$ cat config.mk
export PLATFORM = sky130hd
export DESIGN_NAME = proc_ctrl_seq
export DESIGN_NICKNAME = d
export VERILOG_FILES = /design/src/rtl/proc_ctrl_seq.sv
export SDC_FILE = /design/constraint.sdc
export NUM_CORES = 1
export LEC_CHECK = 0
export BUFFER_PORTS_ARGS = -buffer_cell sky130_fd_sc_hd__buf_2
export CAP_MARGIN = 20
export CORE_AREA = 2 2 39 41
export CTS_CLUSTER_DIAMETER = 60
export DETAILED_ROUTE_END_ITERATION = 6
export DIE_AREA = 0 0 41 43
export PLACE_DENSITY = 0.71
export SLEW_MARGIN = 0
export SYNTH_ARGS = -nofsm -noshare
export SYNTH_HDL_FRONTEND = slang
export SYNTH_SLANG_ARGS = --single-unit
$ cat constraint.sdc
create_clock -name clk -period 5.12 [get_ports clk]
set_clock_uncertainty 0.1 [all_clocks]
set_input_delay 0.512 -clock clk [delete_from_list [all_inputs] [get_ports clk]]
set_output_delay 0.512 -clock clk [all_outputs]
set_load 0.02 [all_outputs]
$ cat src/rtl/proc_ctrl_seq.sv
`default_nettype none
// ============================================================================
//  Module   : proc_ctrl_seq
//  Brief    : Fetch/decode/execute control sequencer for the 8-bit accumulator
//             processor. Moore FSM issuing one-hot datapath/memory strobes.
//             Optional macro PROC_CTRL_ILLEGAL_TRAP_EN traps undefined opcodes
//             into HALT and flags them on illegal_op.
//  Revision : 1.0 - initial release
// ============================================================================
module proc_ctrl_seq #(
    parameter int OP   = 8,
    parameter int ADDR = 8
) (
    input  logic          clk,
    input  logic          rst,
    input  logic [OP-1:0] opcode,
    input  logic          acc_zero,
    input  logic          mem_ready,
    output logic          pc_out_en,
    output logic          ir_addr_out_en,
    output logic          mar_load,
    output logic          mem_rd,
    output logic          mem_wr,
    output logic          ir_load,
    output logic          pc_inc,
    output logic          pc_load,
    output logic          acc_load,
    output logic          acc_src_alu,
    output logic          alu_sub,
    output logic          halted,
    output logic [3:0]    state
`ifdef PROC_CTRL_ILLEGAL_TRAP_EN
    ,
    output logic          illegal_op
`endif
);

    // Opcode map assumes at least 8 opcode bits so 0xFF is representable.
    generate
        if (OP < 8 || ADDR < 1) begin : g_param_check
            $error("proc_ctrl_seq: OP must be >= 8 and ADDR >= 1");
        end
    endgenerate

    typedef enum logic [3:0] {
        S_RESET  = 4'd0,
        S_F_ADDR = 4'd1,
        S_F_MEM  = 4'd2,
        S_F_IR   = 4'd3,
        S_DECODE = 4'd4,
        S_X_ADDR = 4'd5,
        S_X_RD   = 4'd6,
        S_X_WB   = 4'd7,
        S_X_WR   = 4'd8,
        S_X_JMP  = 4'd9,
        S_HALT   = 4'd10
    } state_t;

    localparam logic [OP-1:0] c_OP_NOP = OP'(8'h00);
    localparam logic [OP-1:0] c_OP_LDA = OP'(8'h01);
    localparam logic [OP-1:0] c_OP_STA = OP'(8'h02);
    localparam logic [OP-1:0] c_OP_ADD = OP'(8'h03);
    localparam logic [OP-1:0] c_OP_SUB = OP'(8'h04);
    localparam logic [OP-1:0] c_OP_JMP = OP'(8'h05);
    localparam logic [OP-1:0] c_OP_JZ  = OP'(8'h06);
    localparam logic [OP-1:0] c_OP_HLT = OP'(8'hFF);

    localparam logic [1:0] c_CLS_LDA = 2'd0;
    localparam logic [1:0] c_CLS_ADD = 2'd1;
    localparam logic [1:0] c_CLS_SUB = 2'd2;
    localparam logic [1:0] c_CLS_STA = 2'd3;

    state_t     r_state;
    state_t     w_next;
    logic [1:0] r_cls;
    logic [1:0] w_cls_next;
    logic       w_illegal_set;

    always_ff @(posedge clk) begin
        if (rst) begin
            r_state <= S_RESET;
            r_cls   <= c_CLS_LDA;
        end else begin
            r_state <= w_next;
            r_cls   <= w_cls_next;
        end
    end

`ifdef PROC_CTRL_ILLEGAL_TRAP_EN
    logic r_illegal;

    always_ff @(posedge clk) begin
        if (rst) begin
            r_illegal <= 1'b0;
        end else if (w_illegal_set) begin
            r_illegal <= 1'b1;
        end
    end

    assign illegal_op = r_illegal;
`endif

    // Next-state logic; the operand class latched in DECODE steers X_ADDR/X_WB.
    always_comb begin
        w_next        = r_state;
        w_cls_next    = r_cls;
        w_illegal_set = 1'b0;
        case (r_state)
            S_RESET:  w_next = S_F_ADDR;
            S_F_ADDR: w_next = S_F_MEM;
            S_F_MEM:  if (mem_ready) w_next = S_F_IR;
            S_F_IR:   w_next = S_DECODE;
            S_DECODE: begin
                case (opcode)
                    c_OP_NOP: w_next = S_F_ADDR;
                    c_OP_LDA: begin w_next = S_X_ADDR; w_cls_next = c_CLS_LDA; end
                    c_OP_STA: begin w_next = S_X_ADDR; w_cls_next = c_CLS_STA; end
                    c_OP_ADD: begin w_next = S_X_ADDR; w_cls_next = c_CLS_ADD; end
                    c_OP_SUB: begin w_next = S_X_ADDR; w_cls_next = c_CLS_SUB; end
                    c_OP_JMP: w_next = S_X_JMP;
                    c_OP_JZ:  w_next = acc_zero ? S_X_JMP : S_F_ADDR;
                    c_OP_HLT: w_next = S_HALT;
                    default: begin
`ifdef PROC_CTRL_ILLEGAL_TRAP_EN
                        w_next        = S_HALT;
                        w_illegal_set = 1'b1;
`else
                        w_next        = S_F_ADDR;
`endif
                    end
                endcase
            end
            S_X_ADDR: w_next = (r_cls == c_CLS_STA) ? S_X_WR : S_X_RD;
            S_X_RD:   if (mem_ready) w_next = S_X_WB;
            S_X_WB:   w_next = S_F_ADDR;
            S_X_WR:   if (mem_ready) w_next = S_F_ADDR;
            S_X_JMP:  w_next = S_F_ADDR;
            S_HALT:   w_next = S_HALT;
            default:  w_next = S_RESET;
        endcase
    end

    // Moore outputs: decoded from the state register only.
    always_comb begin
        pc_out_en      = 1'b0;
        ir_addr_out_en = 1'b0;
        mar_load       = 1'b0;
        mem_rd         = 1'b0;
        mem_wr         = 1'b0;
        ir_load        = 1'b0;
        pc_inc         = 1'b0;
        pc_load        = 1'b0;
        acc_load       = 1'b0;
        acc_src_alu    = 1'b0;
        alu_sub        = 1'b0;
        halted         = 1'b0;
        case (r_state)
            S_F_ADDR: begin pc_out_en = 1'b1; mar_load = 1'b1; end
            S_F_MEM:  mem_rd = 1'b1;
            S_F_IR:   begin ir_load = 1'b1; pc_inc = 1'b1; end
            S_X_ADDR: begin ir_addr_out_en = 1'b1; mar_load = 1'b1; end
            S_X_RD:   mem_rd = 1'b1;
            S_X_WB: begin
                acc_load    = 1'b1;
                acc_src_alu = (r_cls != c_CLS_LDA);
                alu_sub     = (r_cls == c_CLS_SUB);
            end
            S_X_WR:   mem_wr = 1'b1;
            S_X_JMP:  begin ir_addr_out_en = 1'b1; pc_load = 1'b1; end
            S_HALT:   halted = 1'b1;
            default:  ;
        endcase
    end

    assign state = r_state;

endmodule
`default_nettype wire

==> flow_metrics.py <==
metrics = {
    "run_status": {
        "outcome": "completed",
    },
    "synth": {
        "synth.cell_area_um2": 538,
        "synth_fa_ha_area_frac": 0,
        "ys_types": 32,
        "synthSimpleGateAreaFrac": 0.405,
        "syn_area_per_cell_um2": 7.27,
        "yosysWarnings": 0,
        "synth_top_flop_cell": "dfxtp_1",
        "synth_xor_area_frac": 0.0651,
        "ys_async_sr_fraction": 0,
        "synthCells": 74,
        "synthMuxAreaShare": 0.0186,
        "seq_area_frac_synth": 0.223,
        "synth_edf_count": 0,
        "synth_compound_area_frac": 0.212,
        "syn_nets": 86,
        "synth_top_family_by_area": "simple AND/OR/NAND/NOR gates",
        "ys_seq_elements": 6,
    },
    "critical_path": {
        "critPathRequiredTime_ns": 4.51,
        "path_class": "reg2out",
        "crit-reg2reg-launch": "state[2]$_SDFFE_PP0P_",
        "cp_max_fo": 12,
        "critical_path.startpoint": "state[2]$_SDFFE_PP0P_",
        "reg2reg_slack_ns": 3.31,
        "end_kind": "output pin",
        "r2r_cells": 4,
        "worstPathArrival_ns": 1.61,
        "rr_endpoint": "r_cls[0]$_SDFFE_PP0P_",
        "critPathLaunchType": "flip-flop",
    },
    "worst_hold_path": {
        "hold_class": "in2reg",
        "worstHoldStart": "rst",
        "hold_end": "r_cls[0]$_SDFFE_PP0P_",
        "min_path_cells": 2,
    },
    "drt": {
        "drcViolationCount": 0,
        "wire_per_inst_um": 11.1,
        "totalWireLength_mm": 1.26,
        "num_vias": 608,
        "antenna_left": 0,
        "post_drt_via_cell_ratio": 5.33,
        "drtIter0Drc": 5,
        "dr.pass1.iters": 3,
    },
    "power": {
        "ir_worst_vdd_mv": 0.127,
        "p_leak_nw": 0.308,
        "power_density_nw_per_um2": 246,
        "power.total_w": 0.000168,
    },
    "place": {
        "gp_congestion": 0.742,
        "port_buffers": 27,
        "place_hpwl_um": 963,
        "pre_cts_ws_ns": 3.17,
        "post-place-cells": 111,
    },
    "clock_tree": {
        "clock-sinks": 6,
        "clk_latency_ns": 0.25,
        "cts.reportedPaths.clkPinSlew_ns": 0.05,
        "cts_setup_buffers": 0,
        "h-tree-depth": 1,
        "cts-root-buf": "clkbuf_4",
        "cts_tree": "built",
        "post_cts_resized": 0,
        "cts_max_path_buffers": 2,
        "cts_buffers": 3,
        "hold_buffers": 0,
    },
    "sta": {
        "report.final.slew_viol_count": 0,
        "worst_pin_slew_ns": 0.407,
        "fin_crit_ns": 2.22,
        "max_freq_mhz": 450,
        "finalHoldViolations": 0,
        "slew-limit-headroom": 0.728,
        "tns_ns": 0,
        "layout_setup_ws_ns": 2.90,
        "fin_crit_sh": 0.434,
        "setup_viol": 0,
        "rsz0062_at_grt": "no",
    },
    "global_route": {
        "grt_max_degree": 15,
        "track_usage": 0.171,
        "grt_pass1_wl_mm": 1.99,
        "grt_pass1_vias": 479,
        "grt-ovfl-total": 0,
        "antenna_found_initial": 0,
    },
    "layout": {
        "area_delta_synth_final_pct": 26.7,
        "nFillCells": 157,
        "finish.utilization": 0.493,
        "diodes": 0,
        "fin_cells": 114,
        "drive_gt1_frac": 0.357,
        "multi_input_area_um2": 377,
        "layout_commonest_cell": "buf_2",
        "nets": 112,
        "final_cell_mix": "buf_2, nor2_1, nor3_1",
        "seqCellArea_um2": 120,
    },
    "floorplan": {
        "rows": 14,
        "dieArea_um2": 1760,
        "io_pins": 28,
        "initial_core_util": 0.389,
        "die_h_um": 43,
        "core_area_um2": 1380,
        "die_w_um": 41,
    },
    "job": {
        "drv_cap": 0,
    },
}
==> cell usage after synthesis (2+ instances only) <==
| master | number | area share |
|---|---|---|
| o21ai_0 | 3 | 0.028 |
| dfxtp_1 | 6 | 0.22 |
| a21oi_1 | 6 | 0.056 |
| nand2b_1 | 5 | 0.058 |
| xnor2_1 | 3 | 0.049 |
| nor3_1 | 9 | 0.084 |
| inv_1 | 2 | 0.014 |
| nand3b_1 | 2 | 0.028 |
| nor2b_1 | 2 | 0.023 |
| nand4_1 | 2 | 0.023 |
| nor2_1 | 9 | 0.063 |
| nand2_1 | 3 | 0.021 |
| clkbuf_1 | 3 | 0.021 |
==> logic make-up after synthesis <==
kind of cell | Yosys count
xor gates and xnor gates | 4
and+or+nand+nor | 38
DFF | 6
muxes | 1
AOI/OAI and AO/OA | 17
buffers and inverters | 8
==> registers in the layout (all words and copies together) (netlist names) <==
register and flops:
r_cls 2, state 4
==> final cells by class <==
| class | count | area share |
|---|---|---|
| Sequential cell | 6 | 0.176 |
| Tap cell | 16 | 0.0294 |
| Inverter | 2 | 0.0110 |
| Clock buffer | 3 | 0.0330 |
| Timing Repair Buffer | 27 | 0.198 |
| Multi-Input combinational cell | 60 | 0.552 |
==> routing by layer <==
metal | wire length (um) | part of all wire | track usage
met1 | 542 | 0.43 | 0.205
met2 | 601 | 0.48 | 0.250
met3 | 89 | 0.071 | 0.0471
met4 | 29 | 0.023 | 0.120
met5 | 0 | 0 | 0
==> per-stage QoR <==
stage / instance area [um^2] / hold WS (ns)
2_1_floorplan: 538 / 0.398
6_report: 682 / 0.397
5_1_grt: 682 / 0.409
4_1_cts: 682 / 0.391
3_3_place_gp: 659 / 0.440
3_5_place_dp: 659 / 0.447
==> how the worst max path moves through the flow <==
stage,end,slack [ns],cells past startpoint
after floorplan,alu_sub,2.82,4
after global placement,alu_sub,3.17,4
after detailed placement,alu_sub,3.17,4
after CTS,alu_sub,2.89,4
after global routing,alu_sub,2.78,4
final,alu_sub,2.90,4
==> report_power, final <==
part,switching (W),internal (W)
clock network,0.0000182,0.0000266
logic,0.0000347,0.0000258
registers,0.0000113,0.0000509
==> critical path, cell delays in order (launching register included) <==
cell      delay, ns
dfxtp_1        0.52
nand2b_1       0.15
or2_2          0.33
nor3b_1        0.17
buf_2          0.19
Note: power is estimated with default switching activity, not from simulation.
